### src/rtl/window_sequencer.sv
// Window sequencer: buffers packer frames in a 2-deep FIFO, numbers them within a
// classification window and pauses the packer for a fixed gap between windows.
module window_sequencer #(
    parameter int FRAME_BW   = 104,
    parameter int N_FRAMES   = 50,
    parameter int GAP_CYCLES = 4,
    localparam int CNT_W     = (N_FRAMES > 1) ? $clog2(N_FRAMES) : 1,
    localparam int GAP_W     = (GAP_CYCLES > 1) ? $clog2(GAP_CYCLES) : 1
) (
    input  logic                clk_i,
    input  logic                rst_n_i,
    input  logic                en_i,
    input  logic [FRAME_BW-1:0] data_i,
    input  logic                valid_i,
    output logic                pkt_en_o,
    output logic [FRAME_BW-1:0] data_o,
    output logic                valid_o,
    input  logic                ready_i,
    output logic                last_o,
    output logic [CNT_W-1:0]    frame_cnt_o,
    output logic                overflow_o
);

    typedef enum logic [1:0] {IDLE, RUN, GAP} state_t;

    localparam logic [CNT_W-1:0] LAST_IDX = CNT_W'(N_FRAMES - 1);
    localparam logic [GAP_W-1:0] GAP_END  = GAP_W'(GAP_CYCLES - 1);

    state_t              state_reg;
    logic [GAP_W-1:0]    gap_cnt_reg;
    logic [1:0]          count_reg;
    logic [FRAME_BW-1:0] head_reg;
    logic [FRAME_BW-1:0] tail_reg;
    logic [CNT_W-1:0]    frame_cnt_reg;
    logic                overflow_reg;
    logic                pkt_en_reg;

    logic pop;
    logic push;
    logic accept;
    logic drop;
    logic last;

    always_comb begin
        last   = (frame_cnt_reg == LAST_IDX) && (count_reg != 2'd0);
        pop    = (count_reg != 2'd0) && ready_i;
        push   = valid_i && (state_reg == RUN);
        // A full FIFO still takes a frame when the head leaves on the same edge.
        accept = push && ((count_reg != 2'd2) || pop);
        drop   = push && (count_reg == 2'd2) && !pop;
    end

    always_ff @(posedge clk_i or negedge rst_n_i) begin
        if (!rst_n_i) begin
            state_reg     <= IDLE;
            gap_cnt_reg   <= '0;
            count_reg     <= 2'd0;
            head_reg      <= '0;
            tail_reg      <= '0;
            frame_cnt_reg <= '0;
            overflow_reg  <= 1'b0;
            pkt_en_reg    <= 1'b0;
        end else if (!en_i) begin
            state_reg     <= IDLE;
            gap_cnt_reg   <= '0;
            count_reg     <= 2'd0;
            head_reg      <= '0;
            tail_reg      <= '0;
            frame_cnt_reg <= '0;
            overflow_reg  <= 1'b0;
            pkt_en_reg    <= 1'b0;
        end else begin
            // head_reg is the output register; the tail shifts into it on a pop.
            case ({accept, pop})
                2'b11: begin
                    if (count_reg == 2'd2) begin
                        head_reg <= tail_reg;
                        tail_reg <= data_i;
                    end else begin
                        head_reg <= data_i;
                    end
                end
                2'b10: begin
                    count_reg <= count_reg + 2'd1;
                    if (count_reg == 2'd0) head_reg <= data_i;
                    else                   tail_reg <= data_i;
                end
                2'b01: begin
                    count_reg <= count_reg - 2'd1;
                    if (count_reg == 2'd2) head_reg <= tail_reg;
                end
                default: ;
            endcase

            if (pop) begin
                frame_cnt_reg <= (frame_cnt_reg == LAST_IDX) ? '0 : frame_cnt_reg + 1'b1;
            end

            if (drop) overflow_reg <= 1'b1;

            case (state_reg)
                IDLE: begin
                    state_reg  <= RUN;
                    pkt_en_reg <= 1'b1;
                end
                RUN: begin
                    if (pop && last) begin
                        state_reg   <= GAP;
                        gap_cnt_reg <= '0;
                        pkt_en_reg  <= 1'b0;
                    end else begin
                        pkt_en_reg  <= 1'b1;
                    end
                end
                GAP: begin
                    if (gap_cnt_reg == GAP_END) begin
                        state_reg  <= RUN;
                        pkt_en_reg <= 1'b1;
                    end else begin
                        gap_cnt_reg <= gap_cnt_reg + 1'b1;
                    end
                end
                default: begin
                    state_reg  <= IDLE;
                    pkt_en_reg <= 1'b0;
                end
            endcase
        end
    end

    assign pkt_en_o    = pkt_en_reg;
    assign data_o      = head_reg;
    assign valid_o     = (count_reg != 2'd0);
    assign last_o      = last;
    assign frame_cnt_o = frame_cnt_reg;
    assign overflow_o  = overflow_reg;

endmodule

### config.mk
export PLATFORM = sky130hd
export DESIGN_NAME = window_sequencer
export DESIGN_NICKNAME = d
export VERILOG_FILES = /design/src/rtl/window_sequencer.sv
export SDC_FILE = /design/constraint.sdc
export NUM_CORES = 1
export LEC_CHECK = 0
export BUFFER_PORTS_ARGS = -buffer_cell sky130_fd_sc_hd__buf_2
export CORE_MARGIN = 1
export CORE_UTILIZATION = 55
export DETAILED_ROUTE_END_ITERATION = 8
export PLACE_DENSITY = 0.76
export SETUP_SLACK_MARGIN = 0.5
export SLEW_MARGIN = 0
export SYNTH_ARGS = -nofsm -noshare
export SYNTH_HDL_FRONTEND = slang
export SYNTH_SLANG_ARGS = --single-unit
### constraint.sdc
create_clock -name clk_i -period 3.99 [get_ports clk_i]
set_clock_uncertainty 0.05 [all_clocks]
set_input_delay 0.399 -clock clk_i [delete_from_list [all_inputs] [get_ports clk_i]]
set_output_delay 0.399 -clock clk_i [all_outputs]
set_load 0.02 [all_outputs]
==> run_results.csv, run 1 <==
group,metric,value,unit
power,combinationalPowerShare,42.1,%
grt,antenna_found_initial,5,
final_layout,final_area,13900,um^2
cts,cts_tree,"built",
routing,vias_per_cell,6.32,
synth,ys_async_sr_fraction,100,%
synth,yosysSeqAreaShare,46.6,%
timing,worstMarginPinSlew,1060,ps
timing,setup_viol,0,
power,peakVddDrop,486,uV
synth,synth_fp_nets,1377,
floorplan,dieHeight,149,um
timing,drv_slew,0,
floorplan,core-area,21200,um^2
synth,synth_edf_count,0,
routing,num_vias,10700,
routing,drtAntennaViolNets,0,
synth,yosysTopAreaCell,"dfrtp_1",
synth,synthTopCellsByCount,"nand2_1, dfrtp_1, nand3_1, a221oi_1, a311oi_1",
synth,synth_cell_type_count,42,
power,seqPwrFrac,34.4,%
final_layout,final_nets,1518,
synth,ys_ff_latch,222,
timing,fin_crit_sh,80.0,%
timing,hold_viol_final,0,
floorplan,design.portCount,223,
timing,fin_crit,3190,ps
power,power_density,702,nW/um^2
synth,synthFlopType,"dfrtp_1",
routing,drcViolationCount,0,
final_layout,syn2layout_area_growth,16.9,%
grt,grt_overflow,0,
synth,netlist_top_cells_area,"dfrtp_1, nand2_1, a221oi_1, a311oi_1, mux2_4",
grt,grt_max_degree,208,
grt,grt_use_total,29.6,%
worst_setup_path,crit_top_cell,"nor2_1",
hold_path,min-delay-path-class,"primary input to flip-flop",
power,leakagePower,6.93,nW
cts,htreeDepth,1,
cts,numCtsBuffers,25,
synth,synth_top_area_share,46.6,%
worst_setup_path,cpPeakStageDelay,750,ps
place,dp_slack,788,ps
routing,drtIter0Drc,1153,
place,hpwlAfterDp,18800,um
worst_setup_path,critPathCaptureType,"flip-flop",
cts,postCtsSetupRepairBufs,0,
cts,clockBufferDepth,3,
timing,fin_tns_setup,0,ps
floorplan,die_x,149,um
place,gp_congestion,0.816,
synth,synth_area,11900,um^2
floorplan,dieArea,22300,um^2
worst_setup_path,start_kind,"flip-flop",
cts,root_buffer,"clkbuf_16",
routing,wire_per_inst,19.5,um
timing,rsz0062_at_grt,"false",
grt,grt_pass1_vias,10300,
final_layout,drive_above_1_share,27.7,%
worst_setup_path,worstPathRequired,4340,ps
cts,cts_sinks,222,
synth,netlist_instances,1262,
routing,drt_wl_total,33100,um
timing,maxSlewHeadroom,29.3,%
place,placed_area,13100,um^2
run,maxCapViolations,0,
grt,grt_first_pass_wirelength,53000,um
final_layout,fill_cells,1714,
worst_setup_path,path_class,"flip-flop to flip-flop",
cts,clk_pin_slew,60,ps
timing,worst_slack,797,ps
worst_setup_path,r2r_slack,800,ps
routing,dr.pass1.iters,7,
cts,cts-resized-gates,0,
worst_setup_path,path_cells,"nand2b_4 > nor2_1 > nor2_1 > inv_1 > ha_4 > a21oi_1 > o32a_2 > buf_12 > mux2_2",
power,p_sw,3.83,mW
power,power.share.switching,39.2,%
run_status,status,"complete, no violations",
power,clkPwrFrac,23.6,%
place,io_buffers,222,
floorplan,start_util,56.3,%
worst_setup_path,arrival,3550,ps
worst_setup_path,worst_path_max_delay_cell,"o32a_2",
cts,clk_latency,520,ps
floorplan,num_rows,53,
power,internal_power,5.94,mW
worst_setup_path,path_max_fanout,36,
timing,timing.fmax,313,MHz
synth,ys_warn_count,0,
synth,synth_area_per_cell,9.44,um^2
synth,yosysMostFrequentCell,"nand2_1",
[path summary, 6_finish.rpt]
path	start	endpoint	cells after the start
worst max-delay path	count_reg[0]$_DFFE_PN0P_	data_o[40]$_DFFE_PN0P_	9
worst min-delay path	data_i[86]	tail_reg[86]$_DFFE_PN0P_	3
worst max register to register	count_reg[0]$_DFFE_PN0P_	data_o[40]$_DFFE_PN0P_	9
worst min register to register	overflow_o$_DFFE_PN0P_	overflow_o$_DFFE_PN0P_	1
max in group asynchronous	rst_n_i	tail_reg[66]$_DFFE_PN0P_	3
min in group asynchronous	rst_n_i	data_o[88]$_DFFE_PN0P_	2
[power by group through the flow]
stage	logic, mW	clock network (mW)	registers (mW)
2_1_floorplan	2.30	0	3.93
3_3_place_gp	4.01	0	3.36
3_5_place_dp	4.10	0	3.38
4_1_cts	4.11	2.33	3.35
5_1_grt	4.42	2.43	3.44
6_report	4.11	2.31	3.36
[timing repair]
action	4_1_cts	5_1_grt
setup endpoints to repair	0	0
hold buffers	1	0
hold endpoints to repair	113	0
[layout make-up]
type                       instances  area [um^2]  share of cell area, %
clock buffer                      40          742                   5.33
timing repair buffer             243         1350                   9.67
clock inverter                     4         73.8                  0.530
inverter                           5         21.3                  0.153
tap                              275          344                   2.47
antenna                            5         12.5                 0.0899
sequential                       222         5560                   39.9
multi-input combinational        906         5830                   41.9
[worst max-delay path: cells and delay by family (launching register included)]
| kind | cells | cell delay [ps] |
|---|---|---|
| AO/OA/AOI/OAI | 2 | 860 |
| flip-flops | 1 | 530 |
| AND/OR/NAND/NOR | 3 | 530 |
| buffers and inverters | 2 | 490 |
| multiplexers | 1 | 380 |
| adder cells (fa/ha/maj) | 1 | 190 |
[kinds of logic after synthesis]
| group | share of synthesized area [%] |
|---|---|
| AOI/OAI and AO/OA | 16.4 |
| xor gates and xnor gates | 0.221 |
| adders and majority gates | 0.630 |
| buffers and inverters | 4.92 |
| DFF | 46.6 |
| muxes | 11.9 |
| and+or+nand+nor | 19.3 |
[layout by cell type (no fill, tap or decap), drive strengths merged, types with 4 or more instances in the layout]
master    n
buf     242
a311oi  103
nand3   107
ha        6
nand2   423
clkbuf   40
diode     5
inv       6
a221oi  103
nand2b    4
a21oi     7
mux2    104
nor2     15
dfrtp   222
[stage by stage]
| stage | instances | total power, mW | hold slack, ps | util (%) |
|---|---|---|---|---|
| floorplan | 1262 | 6.23 | 53.4 | - |
| global placement | 1650 | 7.37 | 420 | 61.9 |
| detailed placement | 1650 | 7.47 | 425 | 61.9 |
| CTS | 1695 | 9.80 | 66.9 | 65.8 |
| global route | 1697 | 10.3 | 72.5 | 65.8 |
| finish | 1700 | 9.77 | 77.3 | 65.8 |
[routing by layer]
layer / part of all wire [%] / routed length, um / vias to the layer above / track usage [%]
met5: 0 / 0 / - / 0
met4: 2.9 / 951 / 0 / 12.4
met3: 8.2 / 2720 / 66 / 5.02
met2: 47 / 15400 / 492 / 46.5
met1: 42 / 13900 / 5310 / 40.5
li1: - / - / 4874 / -
Note: power is estimated with default switching activity, not from simulation.
==> run 2: changes to the inputs <==
--- a/config.mk
+++ b/config.mk
@@ -7,9 +7,9 @@
 export LEC_CHECK = 0
 export BUFFER_PORTS_ARGS = -buffer_cell sky130_fd_sc_hd__buf_2
 export CORE_MARGIN = 1
-export CORE_UTILIZATION = 55
+export CORE_UTILIZATION = 51
 export DETAILED_ROUTE_END_ITERATION = 8
-export PLACE_DENSITY = 0.76
+export PLACE_DENSITY = 0.74
 export SETUP_SLACK_MARGIN = 0.5
 export SLEW_MARGIN = 0
 export SYNTH_ARGS = -nofsm -noshare
==> constraint.sdc (replaced) <==
create_clock -name clk_i -period 2.6 [get_ports clk_i]
set_clock_uncertainty 0.05 [all_clocks]
set_input_delay 0.26 -clock clk_i [delete_from_list [all_inputs] [get_ports clk_i]]
set_output_delay 0.26 -clock clk_i [all_outputs]
set_load 0.02 [all_outputs]
==> run 2 against run 1 <==
  * Critical path depth is 2 higher
  * Core utilization is 7.4 points higher
  * Non-clock buffer count is 178 higher
  * Critical path type unchanged
==> run_results.csv, run 2 (synthesis gave the netlist of run 1 again) <==
group,metric,value,unit
run_status,status,"complete, no violations",
place,io_buffers,222,
floorplan,design.portCount,223,
timing,maxSlewHeadroom,50.8,%
routing,drcViolationCount,0,
cts,cts_sinks,222,
timing,fin_crit,2300,ps
floorplan,dieHeight,155,um
final_layout,fill_cells,1521,
final_layout,drive_above_1_share,31.6,%
worst_setup_path,cp.buffers_inverters,4,
worst_setup_path,r2r_slack,300,ps
run,maxCapViolations,0,
timing,fin_crit_sh,88.5,%
grt,grt_overflow,0,
routing,wire_per_inst,22.2,um
cts,clockBufferDepth,3,
worst_setup_path,path_cells,"nor2b_2 > nand2_2 > nor2_4 > buf_6 > ha_4 > a21oi_2 > o32a_4 > buf_12 > buf_16 > buf_6 > mux2_4",
final_layout,layout_commonest_cell,"nand2_1",
worst_setup_path,worst_path_max_delay_cell,"dfrtp_1",
power,p_total,16.8,mW
floorplan,die_x,155,um
routing,drtAntennaViolNets,0,
timing,timing.fmax,435,MHz
worst_setup_path,start_kind,"flip-flop",
routing,dr.pass1.iters,8,
final_layout,syn2layout_area_growth,40.1,%
power,peakVddDrop,675,uV
timing,worstMarginPinSlew,738,ps
cts,clk_pin_slew,70,ps
routing,drt_wl_total,42500,um
final_layout,regArea,5560,um^2
worst_setup_path,path_class,"flip-flop to flip-flop",
worst_setup_path,crit_top_cell,"buf_6",
cts,root_buffer,"clkbuf_16",
timing,rsz0062_at_grt,"true",
place,hpwlAfterDp,19000,um
power,leakagePower,8.17,nW
timing,setup_viol,0,
power,power_density,1010,nW/um^2
worst_setup_path,cpPeakStageDelay,390,ps
final_layout,final_cell_mix,"nand2_1, dfrtp_1, buf_2, nand3_1, dlygate4sd3_1",
floorplan,dieArea,24000,um^2
hold_path,min-delay-path-class,"primary input to flip-flop",
place,gp_congestion,0.788,
timing,drv_slew,0,
timing,hold_viol_final,0,
worst_setup_path,worstPathRequired,2950,ps
grt,grt_use_total,30.7,%
worst_setup_path,critPathCaptureType,"flip-flop",
worst_setup_path,cp_top_family,"buffers and inverters",
cts,cts_tree,"built",
worst_setup_path,arrival,2650,ps
floorplan,core-area,22800,um^2
final_layout,final_area,16700,um^2
cts,numCtsBuffers,24,
final_layout,finish.utilization,73.3,%
final_layout,multi_input_area,6040,um^2
grt,grt_pass1_vias,11300,
routing,num_vias,12100,
floorplan,num_rows,55,
final_layout,final_nets,1696,
place,placed_area,13400,um^2
grt,grt_first_pass_wirelength,59000,um
final_layout,stdcell_count,1914,
routing,vias_per_cell,6.32,
cts,clk_latency,520,ps
grt,antenna_found_initial,2,
routing,drtIter0Drc,1424,
floorplan,start_util,52.3,%
worst_setup_path,path_max_fanout,4,
place,place_inst,1700,
cts,htreeDepth,1,
grt,grt_max_degree,116,
run 2: changes by cell type in the layout (fill, tap and decap cells not counted), moves of 4 or more:
cell,change
dlygate4sd3_1,+104
clkbuf_16,+17
a221oi_1,-16
a221oi_2,+16
buf_12,+16
buf_16,+14
buf_6,+14
buf_8,+8
nor2_1,-6
clkinv_2,+5
buf_4,+4
clkbuf_1,-4
run 2: path summary, 6_finish.rpt:
kind	from	endpoint	depth (start not counted)
max in group asynchronous	rst_n_i	data_o[38]$_DFFE_PN0P_	3
setup / recovery	state_reg[1]$_DFFE_PN0P_	data_o[1]$_DFFE_PN0P_	11
min in group asynchronous	rst_n_i	data_o[85]$_DFFE_PN0P_	2
setup reg to reg	state_reg[1]$_DFFE_PN0P_	data_o[1]$_DFFE_PN0P_	11
hold reg to reg	tail_reg[85]$_DFFE_PN0P_	tail_reg[85]$_DFFE_PN0P_	2
hold / removal	valid_i	overflow_o$_DFFE_PN0P_	4
run 2: worst register-to-register path, delay by kind of cell (launching register included):
kind | cells | cell delay, ps
flip-flops | 1 | 390
AND/OR/NAND/NOR | 3 | 350
AO/OA/AOI/OAI | 2 | 400
multiplexers | 1 | 290
buffers and inverters | 4 | 520
adder cells (fa/ha/maj) | 1 | 200
run 2: metrics by stage:
stage / hold WS [ps] / TNS [ps] / worst slack, ps
2_1_floorplan: -85.6 / -236 / -3.93
3_3_place_gp: 282 / 0 / 189
3_5_place_dp: 275 / 0 / 115
4_1_cts: 95.4 / 0 / 320
5_1_grt: 177 / 0 / 236
6_report: 153 / 0 / 300
run 2: layout make-up:
class                   instances  area share [%]
diodes                          2          0.0300
clock buffers                  34            4.19
clock inverters                10           0.502
inverters                       5           0.142
multi-input cells             907            36.2
flip-flops and latches        222            33.3
well taps                     313            2.35
repair buffers                421            23.3
run 2: metal layers:
metal  global-route usage, %  wire length (um)
met4                    11.8              1730
met3                    4.76              4270
met5                       0                 0
met1                    40.5             16400
met2                    50.9             20100
run 2: what timing repair did:
action                                  in CTS  in global routing
hold buffers                               105                  0
endpoints found under the setup margin     210                210
endpoints found under the hold margin      190                  0
cloned                                       9                 25
pin swaps                                    5                 23
buffers inserted                            17                 12
resized for setup                           48                 41
run 2: power by group:
| part | internal, mW | switching [mW] | leakage [nW] |
|---|---|---|---|
| Sequential | 4.47 | 0.721 | 2.89 |
| Combinational | 3.67 | 4.54 | 4.90 |
| Clock | 1.98 | 1.45 | 0.385 |
| Total | 10.1 | 6.72 | 8.17 |
